### src/rtl/timer_device.sv
`default_nettype none
// ============================================================================
//  Module   : timer_device
//  Purpose  : Bus-mapped countdown timer (CTRL / PRESET / COUNT registers)
//             with one-shot and auto-reload modes and a maskable interrupt.
//  Revision : 1.0 - initial release
// ============================================================================
module timer_device (
    input  logic        clk,
    input  logic        reset,
    input  logic        sel,
    input  logic [31:2] addr,
    input  logic [3:0]  byteen,
    input  logic [31:0] wdata,
    output logic [31:0] rdata,
    output logic        irq
);

    localparam logic [1:0] ADDR_CTRL   = 2'b00;
    localparam logic [1:0] ADDR_PRESET = 2'b01;
    localparam logic [1:0] ADDR_COUNT  = 2'b10;

    localparam logic [1:0] MODE_AUTO   = 2'b01;

    localparam logic [1:0] ST_IDLE     = 2'd0;
    localparam logic [1:0] ST_LOAD     = 2'd1;
    localparam logic [1:0] ST_CNT      = 2'd2;
    localparam logic [1:0] ST_INT      = 2'd3;

    logic [1:0]  state_q, state_d;
    logic        en_q, en_d;
    logic [1:0]  mode_q, mode_d;
    logic        im_q, im_d;
    logic        irqf_q, irqf_d;
    logic [31:0] preset_q, preset_d;
    logic [31:0] count_q, count_d;

    logic        wr_any, wr_ctrl, wr_preset;
    logic        fsm_load, fsm_dec, fsm_zero, fsm_set_irqf, fsm_clr_irqf, fsm_clr_en;

    // Only addr[3:2] selects a register; upper word-address bits are don't-care.
    logic        unused_addr_hi;
    assign unused_addr_hi = ^addr[31:4];

    // Any nonzero byte enable on a selected access is a write.
    assign wr_any    = sel && (byteen != 4'b0000);
    assign wr_ctrl   = wr_any && (addr[3:2] == ADDR_CTRL);
    assign wr_preset = wr_any && (addr[3:2] == ADDR_PRESET);

    // State register: asynchronous abort to IDLE on reset.
    always_ff @(posedge clk or negedge reset) begin
        if (!reset) begin
            state_q <= ST_IDLE;
        end else begin
            state_q <= state_d;
        end
    end

    // Next-state logic; the FSM reacts to the registered EN bit.
    always_comb begin
        state_d = state_q;
        case (state_q)
            ST_IDLE: state_d = en_q ? ST_LOAD : ST_IDLE;
            ST_LOAD: state_d = ST_CNT;
            ST_CNT: begin
                if (!en_q) begin
                    state_d = ST_IDLE;
                end else if (count_q > 32'd1) begin
                    state_d = ST_CNT;
                end else begin
                    state_d = ST_INT;
                end
            end
            ST_INT:  state_d = (mode_q == MODE_AUTO) ? ST_LOAD : ST_IDLE;
            default: state_d = ST_IDLE;
        endcase
    end

    // FSM output actions on the datapath registers.
    always_comb begin
        fsm_load     = 1'b0;
        fsm_dec      = 1'b0;
        fsm_zero     = 1'b0;
        fsm_set_irqf = 1'b0;
        fsm_clr_irqf = 1'b0;
        fsm_clr_en   = 1'b0;
        case (state_q)
            ST_LOAD: fsm_load = 1'b1;
            ST_CNT: begin
                if (en_q) begin
                    if (count_q > 32'd1) begin
                        fsm_dec = 1'b1;
                    end else begin
                        fsm_zero     = 1'b1;
                        fsm_set_irqf = 1'b1;
                    end
                end
            end
            ST_INT: begin
                if (mode_q == MODE_AUTO) begin
                    fsm_clr_irqf = 1'b1;
                end else begin
                    fsm_clr_en   = 1'b1;
                end
            end
            default: ;
        endcase
    end

    // Register next values: CPU writes are applied after FSM actions so they win.
    always_comb begin
        en_d     = en_q;
        mode_d   = mode_q;
        im_d     = im_q;
        irqf_d   = irqf_q;
        preset_d = preset_q;
        count_d  = count_q;

        if (fsm_clr_en) begin
            en_d = 1'b0;
        end
        if (wr_ctrl && byteen[0]) begin
            en_d   = wdata[0];
            mode_d = wdata[2:1];
            im_d   = wdata[3];
        end

        if (wr_preset) begin
            for (int i = 0; i < 4; i++) begin
                if (byteen[i]) begin
                    preset_d[8*i +: 8] = wdata[8*i +: 8];
                end
            end
        end

        // Decrement only happens when COUNT > 1, so it never wraps.
        if (fsm_load) begin
            count_d = preset_q;
        end else if (fsm_dec) begin
            count_d = count_q - 32'd1;
        end else if (fsm_zero) begin
            count_d = 32'd0;
        end

        if (fsm_set_irqf) begin
            irqf_d = 1'b1;
        end
        if (fsm_clr_irqf || wr_ctrl || wr_preset) begin
            irqf_d = 1'b0;
        end
    end

    // Datapath registers with asynchronous clear.
    always_ff @(posedge clk or negedge reset) begin
        if (!reset) begin
            en_q     <= 1'b0;
            mode_q   <= 2'b00;
            im_q     <= 1'b0;
            irqf_q   <= 1'b0;
            preset_q <= 32'd0;
            count_q  <= 32'd0;
        end else begin
            en_q     <= en_d;
            mode_q   <= mode_d;
            im_q     <= im_d;
            irqf_q   <= irqf_d;
            preset_q <= preset_d;
            count_q  <= count_d;
        end
    end

    // Combinational read mux; zero when the device is not selected.
    always_comb begin
        rdata = 32'd0;
        if (sel) begin
            case (addr[3:2])
                ADDR_CTRL:   rdata = {27'd0, irqf_q, im_q, mode_q, en_q};
                ADDR_PRESET: rdata = preset_q;
                ADDR_COUNT:  rdata = count_q;
                default:     rdata = 32'd0;
            endcase
        end
    end

    assign irq = irqf_q & im_q;

endmodule
`default_nettype wire
### config.mk
export PLATFORM = sky130hd
export DESIGN_NAME = timer_device
export DESIGN_NICKNAME = d
export VERILOG_FILES = /design/src/rtl/timer_device.sv
export SDC_FILE = /design/constraint.sdc
export NUM_CORES = 1
export LEC_CHECK = 0
export CAP_MARGIN = 40
export CORE_MARGIN = 10
export CORE_UTILIZATION = 25
export DETAILED_ROUTE_END_ITERATION = 7
export SYNTH_ARGS = -nofsm -noshare
export SYNTH_HDL_FRONTEND = slang
export SYNTH_SLANG_ARGS = --single-unit
### constraint.sdc
create_clock -name clk -period 6.04 [get_ports clk]
set_input_delay 1.51 -clock clk [delete_from_list [all_inputs] [get_ports clk]]
set_output_delay 1.51 -clock clk [all_outputs]
set_load 0.01 [all_outputs]
# After elaboration in Yosys (flattened, before gate mapping)
# Index checks and enable logic that the tools add are counted.
[word_totals]
wordCells = 60
register_bits = 71
output_inout_bits = 33
in_bits = 69
[classes]
add_sub_neg = 1
n_bitwise = 1
eq_ne = 6
n_reduce_logical = 16
magnitude_cmp = 1
mux = 25
[op_table]
columns = ["cell", "n"]
rows = [
  ["2-to-1 mux 32 bit", 4],
  ["one-hot mux 32 bit (3 select lines)", 1],
  ["greater-than comparator 32 x 1 -> 1 bit, second input constant", 1],
  ["subtractor 32 x 1 -> 32 bit, second input constant", 1],
  ["2-to-1 mux 1 bit", 18],
  ["one-hot mux 2 bit (4 select lines)", 1],
  ["AND reduction 2 bit", 4],
  ["equality test 2 x 1 -> 1 bit, second input constant", 3],
  ["equality test 2 bit, second input constant", 3],
  ["logical AND 1 bit", 4],
  ["logical NOT 2 bit", 2],
  ["nonzero test 2 bit", 2],
  ["nonzero test 4 bit", 1],
  ["nonzero test 3 bit", 1],
  ["logical OR 1 bit", 2],
  ["2-to-1 mux 2 bit", 1],
  ["AND 1 bit", 1],
]

# Longest topological paths before layout
# Gate-level depths: netlist of the first run.
[depth]
depth_word = 7
depth_mapped = 9
depth_no_buf = 8

# Least setup slack after synthesis of the first run
# OpenSTA, ideal clock, no wires.
[synth_timing]
path_kind = "input to output"
startpoint = "in addr[3] in the netlist's numbering"
endpoint = "out rdata[11]"
cell_stages = 6
path_slack_ns = 1.713
t_required_ns = 4.530
path_buffers = 3
t_arrival_ns = 2.817
path_cell_list = "clkbuf_1 -> nor2b_1 -> clkbuf_1 -> buf_1 -> a22oi_1 -> nor2b_1"
[synth_between]
elab_chain_cells = 3
word_cells_on_any_way = 5
cone_classes = "2 x eq/ne; 2 x mux; 1 x reduce/logical"
[synth_rtl]
columns = ["item", "line_no", "text"]
rows = [
  ["start, declared", "12", "input logic [31:2] addr,"],
  ["equality test 2 bit, or another cell as far along", "176", "case (addr[3:2])"],
  ["one-hot mux 32 bit (3 select lines) *", "176", ""],
  ["2-to-1 mux 32 bit *", "175", "if (sel) begin"],
  ["end, declared", "15", "output logic [31:0] rdata,"],
]
# Mark *: on every way between the ends. The rest lies on a longest branch, timed or not.

# Final worst setup path of the first run
[layout_timing]
startpoint = "in addr[2] in the netlist's numbering"
endpoint = "out rdata[3]"
# Same word-level chain as after synthesis.

==> metrics.txt, run 1 <==
# TYPE chip_impl_metric gauge
chip_impl_info{name="synth_top_cell_by_area",value="sky130_fd_sc_hd__dfrtp_1"} 1
chip_impl_metric{name="place_worst_setup_slack",unit="ns"} 0.8775
chip_impl_metric{name="cts_inserted_buffers",unit=""} 9
chip_impl_metric{name="via_per_inst",unit=""} 5.024
chip_impl_metric{name="power-per-cell-area",unit="nW/um^2"} 394.9
chip_impl_metric{name="cp_data_required_time",unit="ns"} 4.53
chip_impl_metric{name="ios",unit=""} 102
chip_impl_metric{name="cts.htree.levels",unit=""} 3
chip_impl_info{name="crit_path_class",value="input pin to output pin"} 1
chip_impl_info{name="ys_dominant_reg_cell",value="sky130_fd_sc_hd__dfrtp_1"} 1
chip_impl_metric{name="layout-drive-gt1-share",unit=""} 0.1437
chip_impl_metric{name="worst_path_largest_cell_delay",unit="ns"} 0.64
chip_impl_metric{name="global_route.overflow_total",unit=""} 0
chip_impl_info{name="critical_path.top_delay_family",value="buffers and inverters"} 1
chip_impl_metric{name="cts.repair.resized",unit=""} 0
chip_impl_metric{name="vias",unit=""} 3567
chip_impl_metric{name="postSynthCellCount",unit=""} 424
chip_impl_metric{name="mappedNetlistNets",unit=""} 495
chip_impl_metric{name="grtUsageTotal",unit=""} 0.1147
chip_impl_metric{name="number_of_global_route_vias_before_repair",unit=""} 3684
chip_impl_metric{name="critical_path.max_fanout",unit=""} 36
chip_impl_metric{name="fillerInstances",unit=""} 1711
chip_impl_metric{name="power_leakage",unit="nW"} 2.024
chip_impl_metric{name="count_of_endpoints_failing_hold_in_the_final_timing_report",unit=""} 0
chip_impl_metric{name="synth_top_area_share",unit=""} 0.4336
chip_impl_metric{name="hpwlAfterDp",unit="um"} 9032
chip_impl_metric{name="antenna_cells_inserted",unit=""} 0
chip_impl_metric{name="yosysSeqAreaShare",unit=""} 0.4336
chip_impl_metric{name="synth_area",unit="um^2"} 4098
chip_impl_metric{name="max_clock_freq",unit="GHz"} 0.1939
chip_impl_metric{name="ant_nets",unit=""} 0
chip_impl_metric{name="worstPathArrival",unit="ns"} 3.65
chip_impl_metric{name="flow.area_growth_from_synthesis",unit="%"} 30.02
chip_impl_metric{name="worst_slack",unit="ns"} 0.8814
chip_impl_info{name="synth.area.top_cells",value="sky130_fd_sc_hd__dfrtp_1, sky130_fd_sc_hd__mux2_2, sky130_fd_sc_hd__a22oi_1, sky130_fd_sc_hd__nor2b_1, sky130_fd_sc_hd__o21ai_0"} 1
chip_impl_metric{name="path_clk_slew",unit="ns"} 0.06
chip_impl_metric{name="routabilityCongestion",unit=""} 0.8471
chip_impl_metric{name="clock-skew-final",unit="ns"} 0.01117
chip_impl_metric{name="total_power",unit="W"} 0.002104
chip_impl_metric{name="placementRows",unit=""} 46
chip_impl_metric{name="yosysWarningCount",unit=""} 0
chip_impl_metric{name="port-buffer-count",unit=""} 73
chip_impl_metric{name="grt_start_max_net_pins",unit=""} 63
chip_impl_metric{name="number_of_buffers_added_for_setup_after_cts",unit=""} 0
chip_impl_metric{name="power.ir.vdd_worst",unit="V"} 0.0001839
chip_impl_info{name="tritoncts",value="yes"} 1
chip_impl_metric{name="placeableCoreArea",unit="um^2"} 16000
chip_impl_metric{name="wl_per_cell",unit="um"} 17.41
chip_impl_metric{name="drv_cap",unit=""} 0
chip_impl_metric{name="clk_latency",unit="ns"} 0.34
chip_impl_info{name="clockRootBuffer",value="sky130_fd_sc_hd__clkbuf_16"} 1
chip_impl_info{name="critical-path-slowest-cell",value="sky130_fd_sc_hd__clkdlybuf4s50_1"} 1
chip_impl_metric{name="critical_path.n_buffers_inverters",unit=""} 3
chip_impl_metric{name="die_width",unit="um"} 148.0
chip_impl_metric{name="detail_route.drc_violations",unit=""} 0
chip_impl_metric{name="hold_buffers",unit=""} 0
chip_impl_metric{name="min_period",unit="ns"} 5.159
chip_impl_info{name="cp_common_cell",value="sky130_fd_sc_hd__clkdlybuf4s50_1"} 1
chip_impl_metric{name="floorplan.initialDensity",unit=""} 0.2561
chip_impl_metric{name="drt-pass1-iter-count",unit=""} 5
chip_impl_metric{name="final-seq-area",unit="um^2"} 1777
chip_impl_metric{name="multi_input_combinational_cell_area",unit="um^2"} 2175
chip_impl_metric{name="clock_sinks",unit=""} 71
chip_impl_metric{name="finalCritPeriodShare",unit=""} 0.8541
chip_impl_info{name="holdCritPathClass",value="flip-flop to flip-flop"} 1
chip_impl_metric{name="grt_antenna_before_repair",unit=""} 0
chip_impl_info{name="synthTopCellsByCount",value="sky130_fd_sc_hd__dfrtp_1, sky130_fd_sc_hd__a22oi_1, sky130_fd_sc_hd__mux2_2"} 1
chip_impl_metric{name="full_die_area",unit="um^2"} 21910
chip_impl_info{name="critical_path.cell_chain",value="clkdlybuf4s50_1 > nor2b_2 > buf_4 > nand2_1 > o21ai_0 > and2_1 > clkdlybuf4s50_1"} 1
chip_impl_info{name="rsz0062_at_grt",value="false"} 1
chip_impl_info{name="synth.most_common_cell",value="sky130_fd_sc_hd__dfrtp_1"} 1
chip_impl_metric{name="fin_tns_setup",unit="ns"} 0
chip_impl_metric{name="synth_edf_count",unit=""} 0
chip_impl_metric{name="finish.net_count",unit=""} 560
chip_impl_metric{name="netlist-cell-type-count",unit=""} 49
chip_impl_metric{name="slew-limit-headroom",unit=""} 0.4458
chip_impl_info{name="startpoint_type",value="input pin"} 1
chip_impl_metric{name="clockBufferDepth",unit=""} 2
chip_impl_metric{name="postSynthRegisterBits",unit=""} 71
chip_impl_metric{name="post_synthesis_async_set_or_reset_flop_share",unit=""} 1.000
chip_impl_metric{name="synth.avg_cell_area",unit="um^2"} 9.664
chip_impl_info{name="cp-end-kind",value="output pin"} 1
chip_impl_metric{name="routed_wirelength",unit="um"} 12360
chip_impl_metric{name="chipHeight",unit="um"} 148.0
chip_impl_metric{name="maxSlewViolCount",unit=""} 0
chip_impl_metric{name="setup_viol_count_final",unit=""} 0
chip_impl_metric{name="first_iter_violations",unit=""} 259
chip_impl_info{name="outcome",value="finished, final reports clean"} 1
chip_impl_metric{name="tightest_slew",unit="ns"} 0.8250
chip_impl_metric{name="timing.hold.ws",unit="ns"} 0.5273
chip_impl_metric{name="grt_pass1_wl",unit="um"} 20360
==> through the flow <==
stage | std cells | util | instance area (um^2)
after global placement | 692 | 0.3139 | 5022
after global routing | 710 | 0.3330 | 5328
after detailed placement | 694 | 0.3155 | 5049
after CTS | 710 | 0.3330 | 5328
after floorplan | 424 | - | 4098
final | 710 | 0.3330 | 5328
==> metal layers <==
metal  global-route usage  vias up  wire [um]
met4              0.03865        0        213
met2               0.1851       93       6040
met3              0.02381       15        611
met5                    0        -          0
li1                     -     1708          -
met1               0.1486     1751       5495
==> report_power, final <==
part | leakage (nW) | switching [W] | internal (W)
clock network | 0.129 | 0.000224 | 0.000282
logic | 1.02 | 0.000400 | 0.000351
registers | 0.874 | 0.000212 | 0.000636
total | 2.02 | 0.000835 | 0.00127
==> sequential cells by signal, indices dropped and copies added, names as in the netlist <==
register  flops
en_q          1
mode_q        2
im_q          1
preset_q     32
count_q      32
state_q       2
irqf_q        1
==> cell families after synthesis <==
logic type | Yosys count | share of synthesized area
AO/OA/AOI/OAI | 114 | 0.1847
XOR/XNOR | 7 | 0.01496
adder cells (fa/ha/maj) | 2 | 0.006106
buffers and inverters | 34 | 0.03695
flip-flops | 71 | 0.4336
multiplexers | 40 | 0.1084
AND/OR/NAND/NOR | 156 | 0.2153
==> final timing paths <==
kind / slack (ns) / depth (start not counted) / from / to
worst max register to register: 3.20 / 7 / count_q[6] / count_q[2]
worst max-delay path: 0.88 / 7 / addr[2] / rdata[3]
max in group asynchronous: 3.97 / 2 / reset / preset_q[22]
worst min-delay path: 0.53 / 1 / preset_q[3] / count_q[3]
worst min register to register: 0.53 / 1 / preset_q[3] / count_q[3]
min in group asynchronous: 1.02 / 1 / reset / preset_q[14]
==> placed cells by master (no fill, tap or decap), drive strengths merged, types with 7 or more instances in the layout <==
cell	count
nor2b	32
a22oi	36
dfrtp	71
inv	9
buf	10
nor4	15
nand3	20
a21oi	17
nand2	30
clkdlybuf4s50	72
o21ai	33
nor2	14
mux2	35
nor3	11
clkbuf	9
or3	9
xnor2	7
a221o	7
==> layout make-up <==
class                      instances  share of cell area
multi-input combinational        319              0.4082
inverter                           6            0.004227
clock inverter                     7             0.01010
sequential                        71              0.3335
tap                              216             0.05073
timing repair buffer              82              0.1510
clock buffer                       9             0.04227
(Power assumes the default switching activity.)
==> inputs of run 2 (changes only) <==
Settings changed: GPL_TIMING_DRIVEN set to 0.
==> metrics.txt, run 2 (synthesized netlist as in run 1, its figures left out) <==
# TYPE chip_impl_metric gauge
chip_impl_metric{name="timing.hold.ws",unit="ns"} 0.5293
chip_impl_metric{name="route.met2.wl",unit="um"} 6343
chip_impl_metric{name="fillerInstances",unit=""} 1692
chip_impl_metric{name="tightest_slew",unit="ns"} 0.8433
chip_impl_metric{name="max_clock_freq",unit="GHz"} 0.1790
chip_impl_metric{name="routabilityCongestion",unit=""} 0.8774
chip_impl_info{name="final_common_cell",value="sky130_fd_sc_hd__dfrtp_1"} 1
chip_impl_metric{name="chipHeight",unit="um"} 148.0
chip_impl_info{name="crit_path_class",value="input pin to output pin"} 1
chip_impl_metric{name="layout-drive-gt1-share",unit=""} 0.1270
chip_impl_info{name="outcome",value="finished, final reports clean"} 1
chip_impl_metric{name="grt_start_max_net_pins",unit=""} 42
chip_impl_metric{name="met3RoutedLength",unit="um"} 847
chip_impl_metric{name="routed_wirelength",unit="um"} 13280
chip_impl_info{name="holdCritPathClass",value="flip-flop to flip-flop"} 1
chip_impl_metric{name="antenna_cells_inserted",unit=""} 0
chip_impl_metric{name="cts.htree.levels",unit=""} 3
chip_impl_metric{name="worst_slack",unit="ns"} 0.4520
chip_impl_metric{name="via_per_inst",unit=""} 5.205
chip_impl_metric{name="place_worst_setup_slack",unit="ns"} 0.4514
chip_impl_metric{name="global_route.overflow_total",unit=""} 0
chip_impl_metric{name="power-per-cell-area",unit="nW/um^2"} 402.1
chip_impl_metric{name="placeableCoreArea",unit="um^2"} 16000
chip_impl_metric{name="cp_data_required_time",unit="ns"} 4.53
chip_impl_info{name="layout_top_registers",value="count_q (32), preset_q (32)"} 1
chip_impl_metric{name="finish.net_count",unit=""} 578
chip_impl_metric{name="instance_area_after_placement",unit="um^2"} 5096
chip_impl_metric{name="power_leakage",unit="nW"} 2.038
chip_impl_metric{name="cts.repair.resized",unit=""} 0
chip_impl_metric{name="flow.area_growth_from_synthesis",unit="%"} 31.63
chip_impl_metric{name="floorplan.initialDensity",unit=""} 0.2561
chip_impl_metric{name="clk_latency",unit="ns"} 0.34
chip_impl_info{name="most-common-layout-cells",value="sky130_fd_sc_hd__dfrtp_1, sky130_fd_sc_hd__clkdlybuf4s50_1, sky130_fd_sc_hd__a22oi_1"} 1
chip_impl_metric{name="placementRows",unit=""} 46
chip_impl_metric{name="number_of_buffers_added_for_setup_after_cts",unit=""} 0
chip_impl_metric{name="min_period",unit="ns"} 5.588
chip_impl_metric{name="full_die_area",unit="um^2"} 21910
chip_impl_info{name="tritoncts",value="yes"} 1
chip_impl_info{name="startpoint_type",value="input pin"} 1
chip_impl_metric{name="grt_antenna_before_repair",unit=""} 0
chip_impl_metric{name="ios",unit=""} 102
chip_impl_metric{name="finalCritPeriodShare",unit=""} 0.9252
chip_impl_metric{name="port-buffer-count",unit=""} 71
chip_impl_metric{name="met1_length",unit="um"} 5867
chip_impl_info{name="cp-end-kind",value="output pin"} 1
chip_impl_metric{name="grt_pass1_wl",unit="um"} 21510
chip_impl_metric{name="maxSlewViolCount",unit=""} 0
chip_impl_metric{name="first_iter_violations",unit=""} 383
chip_impl_metric{name="die_width",unit="um"} 148.0
chip_impl_info{name="clockRootBuffer",value="sky130_fd_sc_hd__clkbuf_16"} 1
chip_impl_metric{name="vias",unit=""} 3789
chip_impl_metric{name="grtUsageTotal",unit=""} 0.1224
chip_impl_metric{name="hold_buffers",unit=""} 0
chip_impl_info{name="rsz0062_at_grt",value="false"} 1
chip_impl_metric{name="cts_inserted_buffers",unit=""} 9
chip_impl_info{name="highest_layer",value="met4"} 1
chip_impl_metric{name="clock_sinks",unit=""} 71
chip_impl_metric{name="hpwlAfterDp",unit="um"} 9978
chip_impl_metric{name="count_of_endpoints_failing_hold_in_the_final_timing_report",unit=""} 0
chip_impl_metric{name="fin_tns_setup",unit="ns"} 0
chip_impl_metric{name="drt-pass1-iter-count",unit=""} 5
chip_impl_metric{name="multi_input_combinational_cell_area",unit="um^2"} 2170
chip_impl_metric{name="slew-limit-headroom",unit=""} 0.4335
chip_impl_metric{name="clock-skew-final",unit="ns"} 0.006419
chip_impl_metric{name="detail_route.drc_violations",unit=""} 0
chip_impl_metric{name="setup_viol_count_final",unit=""} 0
chip_impl_metric{name="number_of_global_route_vias_before_repair",unit=""} 3828
chip_impl_metric{name="clockBufferDepth",unit=""} 2
chip_impl_metric{name="path_clk_slew",unit="ns"} 0.06
chip_impl_metric{name="design_area",unit="um^2"} 5394
chip_impl_metric{name="power.ir.vdd_worst",unit="V"} 0.0001810
chip_impl_metric{name="wl_per_cell",unit="um"} 18.24
chip_impl_metric{name="ant_nets",unit=""} 0
chip_impl_metric{name="worstPathArrival",unit="ns"} 4.08
chip_impl_metric{name="drv_cap",unit=""} 0
chip_impl_metric{name="final-seq-area",unit="um^2"} 1777
chip_impl_metric{name="critical_path.max_fanout",unit=""} 10
[run 2: worst paths after layout]
check,slack [ns],from,cells after the start,endpoint
min in group asynchronous,1.11,reset,1,preset_q[14]
max in group asynchronous,4.34,reset,2,count_q[16]
worst max-delay path,0.45,addr[2],7,rdata[13]
worst min register to register,0.53,preset_q[0],1,count_q[0]
worst max register to register,3.38,count_q[10],8,count_q[14]
worst min-delay path,0.53,preset_q[0],1,count_q[0]
[run 2: through the flow]
step           power, W  std cells  utilization
2_1_floorplan  0.001336        424            -
3_3_place_gp   0.001604        711       0.3174
3_5_place_dp   0.001632        712       0.3185
4_1_cts        0.002170        728       0.3371
5_1_grt        0.002316        728       0.3371
6_report       0.002169        728       0.3371
[run 2: power breakdown]
part / switching (W) / leakage [nW] / total (W) / internal [W]
Combinational: 0.000448 / 1.02 / 0.000805 / 0.000357
Clock: 0.000213 / 0.142 / 0.000533 / 0.000320
Sequential: 0.000194 / 0.874 / 0.000831 / 0.000637
Total: 0.000855 / 2.04 / 0.00217 / 0.00131
[run 2: critical path: stages]
cell and delay (ns):
sky130_fd_sc_hd__clkdlybuf4s50_1 0.61, sky130_fd_sc_hd__nor2b_1 0.18, sky130_fd_sc_hd__clkbuf_1 0.41, sky130_fd_sc_hd__clkbuf_1 0.46, sky130_fd_sc_hd__a22oi_1 0.18, sky130_fd_sc_hd__nor2b_1 0.17, sky130_fd_sc_hd__clkdlybuf4s50_1 0.56
[run 2: layout make-up]
cell class	instances	area share
inverter	6	0.004175
clock buffer	9	0.04175
timing repair buffer	72	0.1350
clock inverter	7	0.01345
multi-input combinational	319	0.4022
buffer	28	0.02389
sequential	71	0.3294
tap	216	0.05010
[run 2: layer usage]
| metal | GRT usage | up-vias |
|---|---|---|
| met3 | 0.03114 | 18 |
| met2 | 0.1991 | 141 |
| met1 | 0.1548 | 1873 |
| met5 | 0 | - |
| met4 | 0.03865 | 0 |
| li1 | - | 1757 |
